`config.mk`:
```
export PLATFORM = sky130hd
export DESIGN_NAME = imm_gen_pipe
export DESIGN_NICKNAME = d
export VERILOG_FILES = /design/src/rtl/imm_pkg.sv /design/src/rtl/imm_decode.sv /design/src/rtl/imm_gen_pipe.sv
export SDC_FILE = /design/constraint.sdc
export NUM_CORES = 1
export LEC_CHECK = 0
export CAP_MARGIN = 20
export CELL_PAD_IN_SITES_DETAIL_PLACEMENT = 1
export CELL_PAD_IN_SITES_GLOBAL_PLACEMENT = 1
export CORE_MARGIN = 2
export CORE_UTILIZATION = 36
export CTS_CLUSTER_SIZE = 12
export DETAILED_ROUTE_END_ITERATION = 7
export PLACE_DENSITY_LB_ADDON = 0.1
export SETUP_SLACK_MARGIN = 0.2
export SYNTH_ARGS = -nofsm -noshare
export SYNTH_HDL_FRONTEND = slang
export SYNTH_SLANG_ARGS = --single-unit
export TNS_END_PERCENT = 5
```
`constraint.sdc`:
```
create_clock -name clk -period 2.57 [get_ports clk]
set_clock_uncertainty 0.15 [all_clocks]
set_input_delay 0.3855 -clock clk [delete_from_list [all_inputs] [get_ports clk]]
set_output_delay 0.3855 -clock clk [all_outputs]
set_load 0.02 [all_outputs]
```
`src/rtl/imm_pkg.sv`:
```
// Shared definitions for the immediate generator: format selects, skid states, XLEN check.
package imm_pkg;

  localparam logic [2:0] IMM_I   = 3'b000;
  localparam logic [2:0] IMM_S   = 3'b001;
  localparam logic [2:0] IMM_B   = 3'b010;
  localparam logic [2:0] IMM_J   = 3'b011;
  localparam logic [2:0] IMM_U   = 3'b100;
  localparam logic [2:0] IMM_Z   = 3'b101;
  localparam logic [2:0] IMM_SH  = 3'b110;
  localparam logic [2:0] IMM_RSV = 3'b111;

  typedef enum logic [1:0] {
    ST_EMPTY = 2'd0,
    ST_ONE   = 2'd1,
    ST_FULL  = 2'd2
  } skid_state_e;

  function automatic bit xlen_legal(input int unsigned xlen);
    return (xlen == 32) || (xlen == 64);
  endfunction

endpackage

```
`src/rtl/imm_decode.sv`:
```
// Combinational immediate extraction for all RV formats, sign/zero-extended to XLEN.
// No state, no handshake; shared with the single-cycle core.
import imm_pkg::*;

module imm_decode #(
  parameter int XLEN = 32
) (
  input  logic [31:0]     instr,
  input  logic [2:0]      imm_src,
  output logic [XLEN-1:0] imm,
  output logic            illegal
);

  // The opcode field never contributes to an immediate.
  logic unused_opcode;
  assign unused_opcode = ^instr[6:0];

  always_comb begin
    imm     = '0;
    illegal = 1'b0;
    case (imm_src)
      IMM_I:  imm = XLEN'($signed(instr[31:20]));
      IMM_S:  imm = XLEN'($signed({instr[31:25], instr[11:7]}));
      IMM_B:  imm = XLEN'($signed({instr[31], instr[7], instr[30:25], instr[11:8], 1'b0}));
      IMM_J:  imm = XLEN'($signed({instr[31], instr[19:12], instr[20], instr[30:21], 1'b0}));
      IMM_U:  imm = XLEN'($signed({instr[31:12], 12'b0}));
      IMM_Z:  imm = XLEN'(instr[19:15]);
      IMM_SH: begin
        // RV64 shifts take a 6-bit shamt; bit 25 belongs to funct7 on RV32.
        if (XLEN == 64) imm = XLEN'(instr[25:20]);
        else            imm = XLEN'(instr[24:20]);
      end
      default: illegal = 1'b1;
    endcase
  end

endmodule

```
`src/rtl/imm_gen_pipe.sv`:
```
// Registered immediate generator with PC-relative target; 1-cycle latency, 1 beat/cycle.
// Output register plus one skid entry; in_ready is registered and drops only when both are full.
import imm_pkg::*;

module imm_gen_pipe #(
  parameter int XLEN = 32
) (
  input  logic            clk,
  input  logic            rst_n,
  input  logic            flush,
  input  logic            in_valid,
  output logic            in_ready,
  input  logic [31:0]     in_instr,
  input  logic [2:0]      in_imm_src,
  input  logic [XLEN-1:0] in_pc,
  output logic            out_valid,
  input  logic            out_ready,
  output logic [XLEN-1:0] out_imm,
  output logic [XLEN-1:0] out_target,
  output logic            out_illegal
);

  if (!xlen_legal(XLEN)) begin : g_bad_xlen
    $error("imm_gen_pipe: XLEN must be 32 or 64");
  end

  typedef struct packed {
    logic [XLEN-1:0] imm;
    logic [XLEN-1:0] target;
    logic            illegal;
  } beat_t;

  skid_state_e state_q, state_d;
  beat_t       out_q, out_d;
  beat_t       skid_q, skid_d;
  beat_t       new_beat;
  logic        in_ready_q, in_ready_d;
  logic        accept, drain;
  logic [XLEN-1:0] dec_imm;
  logic            dec_illegal;

  imm_decode #(.XLEN(XLEN)) u_decode (
    .instr   (in_instr),
    .imm_src (in_imm_src),
    .imm     (dec_imm),
    .illegal (dec_illegal)
  );

  // Reserved selects decode to imm=0, so the target collapses to the PC.
  always_comb begin
    new_beat.imm     = dec_imm;
    new_beat.target  = in_pc + dec_imm;
    new_beat.illegal = dec_illegal;
  end

  assign out_valid   = (state_q != ST_EMPTY);
  assign in_ready    = in_ready_q;
  assign out_imm     = out_q.imm;
  assign out_target  = out_q.target;
  assign out_illegal = out_q.illegal;

  assign accept = in_valid && in_ready_q && !flush;
  assign drain  = out_valid && out_ready;

  always_comb begin
    state_d = state_q;
    out_d   = out_q;
    skid_d  = skid_q;
    case (state_q)
      ST_EMPTY: begin
        if (accept) begin
          state_d = ST_ONE;
          out_d   = new_beat;
        end
      end
      ST_ONE: begin
        if (accept && drain) begin
          out_d = new_beat;
        end else if (accept) begin
          state_d = ST_FULL;
          skid_d  = new_beat;
        end else if (drain) begin
          state_d = ST_EMPTY;
        end
      end
      ST_FULL: begin
        if (drain) begin
          state_d = ST_ONE;
          out_d   = skid_q;
        end
      end
      default: state_d = ST_EMPTY;
    endcase
    // Flush discards everything; a beat draining this cycle has already left.
    if (flush) state_d = ST_EMPTY;
    in_ready_d = (state_d != ST_FULL);
  end

  always_ff @(posedge clk or negedge rst_n) begin
    if (!rst_n) begin
      state_q    <= ST_EMPTY;
      in_ready_q <= 1'b1;
      out_q      <= '0;
      skid_q     <= '0;
    end else begin
      state_q    <= state_d;
      in_ready_q <= in_ready_d;
      out_q      <= out_d;
      skid_q     <= skid_d;
    end
  end

endmodule

```
==> run_summary.xml <==
<?xml version="1.0" encoding="UTF-8"?>
<metrics>
  <group name="routing">
    <metric name="drt.antenna.violating_nets" unit="">0</metric>
    <metric name="totalWireLength" unit="mm">27.0</metric>
    <metric name="detailroute.via_count" unit="">7643</metric>
    <metric name="drt_iter0_drc" unit="">285</metric>
    <metric name="drcViolationCount" unit="">0</metric>
    <metric name="drt_pre_antenna_iters" unit="">4</metric>
    <metric name="routedWlPerCell" unit="µm">18.4</metric>
    <metric name="avgViaCountPerCell" unit="">5.20</metric>
  </group>
  <group name="clock_network">
    <metric name="worst_setup_hold_path_clk_slew" unit="ns">0.06</metric>
    <metric name="clockBufferDepth" unit="">2</metric>
    <metric name="clkLatencyLatePin" unit="ns">0.42</metric>
    <metric name="tritoncts_buffers" unit="">17</metric>
    <metric name="tritoncts_clock_tree" unit="">done</metric>
    <metric name="cts.sink_count" unit="">133</metric>
    <metric name="h_tree_level_count" unit="">4</metric>
    <metric name="cts-root-buf" unit="">clkbuf_16</metric>
  </group>
  <group name="floorplan">
    <metric name="coreArea" unit="mm²">0.0211</metric>
    <metric name="start_util" unit="%">36.7</metric>
    <metric name="floorplan.rows" unit="">53</metric>
    <metric name="die_w" unit="µm">151</metric>
    <metric name="top_ports" unit="">139</metric>
    <metric name="die_area" unit="mm²">0.0227</metric>
    <metric name="die_y" unit="µm">151</metric>
  </group>
  <group name="layout">
    <metric name="layout_nets" unit="">1283</metric>
    <metric name="commonest_cells_after_routing_fill_and_taps_aside" unit="">buf_4, dfrtp_1, nand2_1</metric>
    <metric name="post_route_cells_drive_above_1_share" unit="%">26.8</metric>
    <metric name="layout-area-overhead-vs-synth" unit="%">51.4</metric>
    <metric name="multi_input_comb_area" unit="mm²">0.00449</metric>
    <metric name="finish.cell_count_without_fillers" unit="">1469</metric>
    <metric name="fillerInstances" unit="">2423</metric>
    <metric name="regArea" unit="mm²">0.00333</metric>
    <metric name="most_common_library_cell_in_the_layout_ignoring_fill_and_taps" unit="">buf_4</metric>
  </group>
  <group name="global_routing">
    <metric name="grt_pass1_wl" unit="mm">42.9</metric>
    <metric name="grt_max_degree" unit="">95</metric>
    <metric name="grt_overflow_total" unit="">0</metric>
    <metric name="groute.layer.met3.usage" unit="%">3.94</metric>
    <metric name="grt_use_met2" unit="%">40.6</metric>
    <metric name="grt_antenna_before_repair" unit="">1</metric>
    <metric name="globalRoute.busiestLayer" unit="">met2</metric>
    <metric name="grt_pass1_vias" unit="">8034</metric>
    <metric name="met1_usage" unit="%">33.0</metric>
    <metric name="global_routing_usage_summed_across_all_routing_layers" unit="%">24.4</metric>
  </group>
  <group name="setup_path">
    <metric name="worst_path_maximum_fanout" unit="">5</metric>
    <metric name="cp_endpoint_kind" unit="">register</metric>
    <metric name="critical_path_arrival" unit="ns">3.40</metric>
    <metric name="rrSetupSlack" unit="ns">0.35</metric>
    <metric name="criticalPathCategory" unit="">in -&gt; reg</metric>
    <metric name="worst_setup_path_start_kind" unit="">input port</metric>
    <metric name="critical_path_required" unit="ns">2.74</metric>
  </group>
  <group name="sta">
    <metric name="timing.max_slew.rel_slack" unit="%">71.0</metric>
    <metric name="grt_setup_unrepaired" unit="">yes</metric>
    <metric name="worst-slew-pin-transition" unit="ns">0.435</metric>
    <metric name="finalMaxSlewViolations" unit="">0</metric>
    <metric name="max_freq" unit="MHz">309</metric>
    <metric name="finalCritPeriodShare" unit="%">126</metric>
    <metric name="final_number_of_setup_violating_endpoints" unit="">54</metric>
    <metric name="timing_hold_violations_final" unit="">0</metric>
    <metric name="worst_slack" unit="ns">-0.662</metric>
    <metric name="setup_tns" unit="ns">-20.69</metric>
    <metric name="layout_min_cycle_time" unit="ns">3.23</metric>
  </group>
  <group name="synthesis">
    <metric name="post_synth_inst_count" unit="">907</metric>
    <metric name="synth_async_sr_flop_share" unit="%">100</metric>
    <metric name="summed_instance_area_of_the_synthesized_netlist" unit="mm²">0.00774</metric>
    <metric name="synth.lib_cells_used.distinct" unit="">58</metric>
    <metric name="yosys_most_used_dff" unit="">dfrtp_1</metric>
    <metric name="yosysWarningCount" unit="">0</metric>
    <metric name="avgSynthCellArea" unit="µm²">8.53</metric>
    <metric name="synth.ff_latch_count" unit="">133</metric>
    <metric name="syn_nets" unit="">1011</metric>
    <metric name="synth_seq_area_share" unit="%">43.0</metric>
    <metric name="number_of_enable_flip_flop_cells_after_synthesis" unit="">0</metric>
  </group>
  <group name="run_status">
    <metric name="status" unit="">complete, but fails checks</metric>
    <metric name="violated_checks" unit="">negative setup slack</metric>
  </group>
  <group name="pwr">
    <metric name="p_leak" unit="nW">5.53</metric>
    <metric name="power_density" unit="mW/mm²">722</metric>
    <metric name="peak_supply_drop" unit="mV">0.453</metric>
  </group>
  <group name="hold_path">
    <metric name="holdCritPathClass" unit="">in -&gt; async</metric>
  </group>
  <group name="placement">
    <metric name="placement.setup.worst_slack" unit="ns">-1.85</metric>
    <metric name="post-place-cells" unit="">1420</metric>
    <metric name="post-dp-hpwl" unit="mm">19.9</metric>
    <metric name="port-buffer-count" unit="">131</metric>
    <metric name="weighted_congestion_at_the_end_of_routability_driven_global_placement" unit="">0.861</metric>
  </group>
  <group name="flow_run">
    <metric name="cap_violations" unit="">0</metric>
  </group>
</metrics>
[flip-flops by register name, summed over array words and instances (netlist names)]
register and flops:
in_ready 1, out_illegal 1, out_imm 32, out_target 32, skid_q 65, state_q 2
[cell usage after synthesis (all sizes together), types with 4 or more instances]
| cell type | n | area, µm² |
|---|---|---|
| a22oi | 6 | 45.0 |
| nand4 | 5 | 31.3 |
| o21ai | 113 | 566 |
| a21oi | 104 | 521 |
| xor2 | 11 | 96.3 |
| or3 | 9 | 61.3 |
| a2111oi | 4 | 55.1 |
| o22a | 9 | 78.8 |
| buf | 4 | 20.0 |
| nand2b | 9 | 56.3 |
| a31oi | 14 | 87.6 |
| or2 | 4 | 25.0 |
| o21bai | 5 | 37.5 |
| mux2i | 10 | 100 |
| and2 | 5 | 31.3 |
| a211oi | 4 | 35.0 |
| xnor2 | 15 | 131 |
| dfrtp | 132 | 3300 |
| a211o | 4 | 35.0 |
| a22o | 7 | 61.3 |
| nor2 | 64 | 240 |
| clkbuf | 63 | 236 |
| inv | 33 | 124 |
| mux2 | 18 | 203 |
| ha | 31 | 388 |
| nor3 | 12 | 60.1 |
| nand3 | 11 | 55.1 |
| a21o | 20 | 150 |
| nand2 | 130 | 488 |
| nor2b | 13 | 81.3 |
| o21a | 9 | 67.6 |
| and3 | 6 | 37.5 |
[worst paths after layout]
kind / depth (start not counted) / to / start
max in group asynchronous: 3 / skid_q[37] / rst_n
max: 16 / skid_q[30] / in_imm_src[0]
max reg2reg: 8 / out_target[26] / in_ready
min: 2 / state_q[1] / rst_n
min in group clk: 2 / skid_q[14] / skid_q[14]
min reg2reg: 2 / skid_q[14] / skid_q[14]
[critical path: stages]
cell and delay, ns:
buf_8 0.11, nor2b_4 0.12, or2_4 0.27, mux2i_1 0.15, nor2_1 0.07, a21oi_2 0.16, inv_1 0.08, ha_1 0.27
a21o_1 0.13, nand3_2 0.09, a211o_4 0.36, a2111oi_4 0.43, and3b_2 0.28, o21bai_4 0.17, a211oi_2 0.22, o21ai_1 0.09
[what timing repair did]
item / CTS / global route
hold buffers: 1 / 0
endpoints found under the setup margin: 62 / 59
hold endpoints to repair: 32 / 0
pin swaps: 44 / 19
gates resized for setup: 119 / 13
setup buffers: 11 / 3
[routing by layer]
| layer | part of all wire (%) | routed length (µm) | vias to the layer above |
|---|---|---|---|
| met5 | 0 | 0 | - |
| met4 | 1.7 | 446 | 0 |
| met3 | 3.0 | 805 | 28 |
| met2 | 49 | 13100 | 142 |
| met1 | 47 | 12600 | 3753 |
| li1 | - | - | 3720 |
[power breakdown]
part           internal, mW  switching (mW)
combinational          1.49            1.52
sequential             2.66           0.324
clock                  1.48           0.973
[final cells by class]
| type | count | area share [%] |
|---|---|---|
| Multi-Input combinational cell | 674 | 38.3 |
| Sequential cell | 133 | 28.4 |
| Timing Repair Buffer | 320 | 24.2 |
| Clock buffer | 20 | 3.90 |
| Tap cell | 275 | 2.94 |
| Clock inverter | 12 | 1.10 |
| Inverter | 33 | 1.06 |
| Antenna cell | 2 | 0.0427 |
[stage by stage]
step	area [µm²]	util, %	power, mW	hold slack, ns
after CTS	11600	55.0	8.46	0.272
after detailed placement	10600	50.2	5.84	0.155
after global routing	11700	55.5	8.92	0.297
after floorplan	7800	-	4.40	-0.0601
after global placement	10600	50.2	5.74	0.152
final	11700	55.5	8.45	0.272
[cells by family (layout without fill, tap and decap cells)]
group,after synthesis,count (layout),synth area share (%)
xor+xnor,26,26,2.94
simple gates,272,272,15.5
fa+ha+maj,32,32,5.27
flops,133,133,43.0
mux,28,28,3.91
other cells,0,2,0
compound gates,316,316,24.4
buf+inv,100,385,4.92
(Power assumes the default switching activity.)
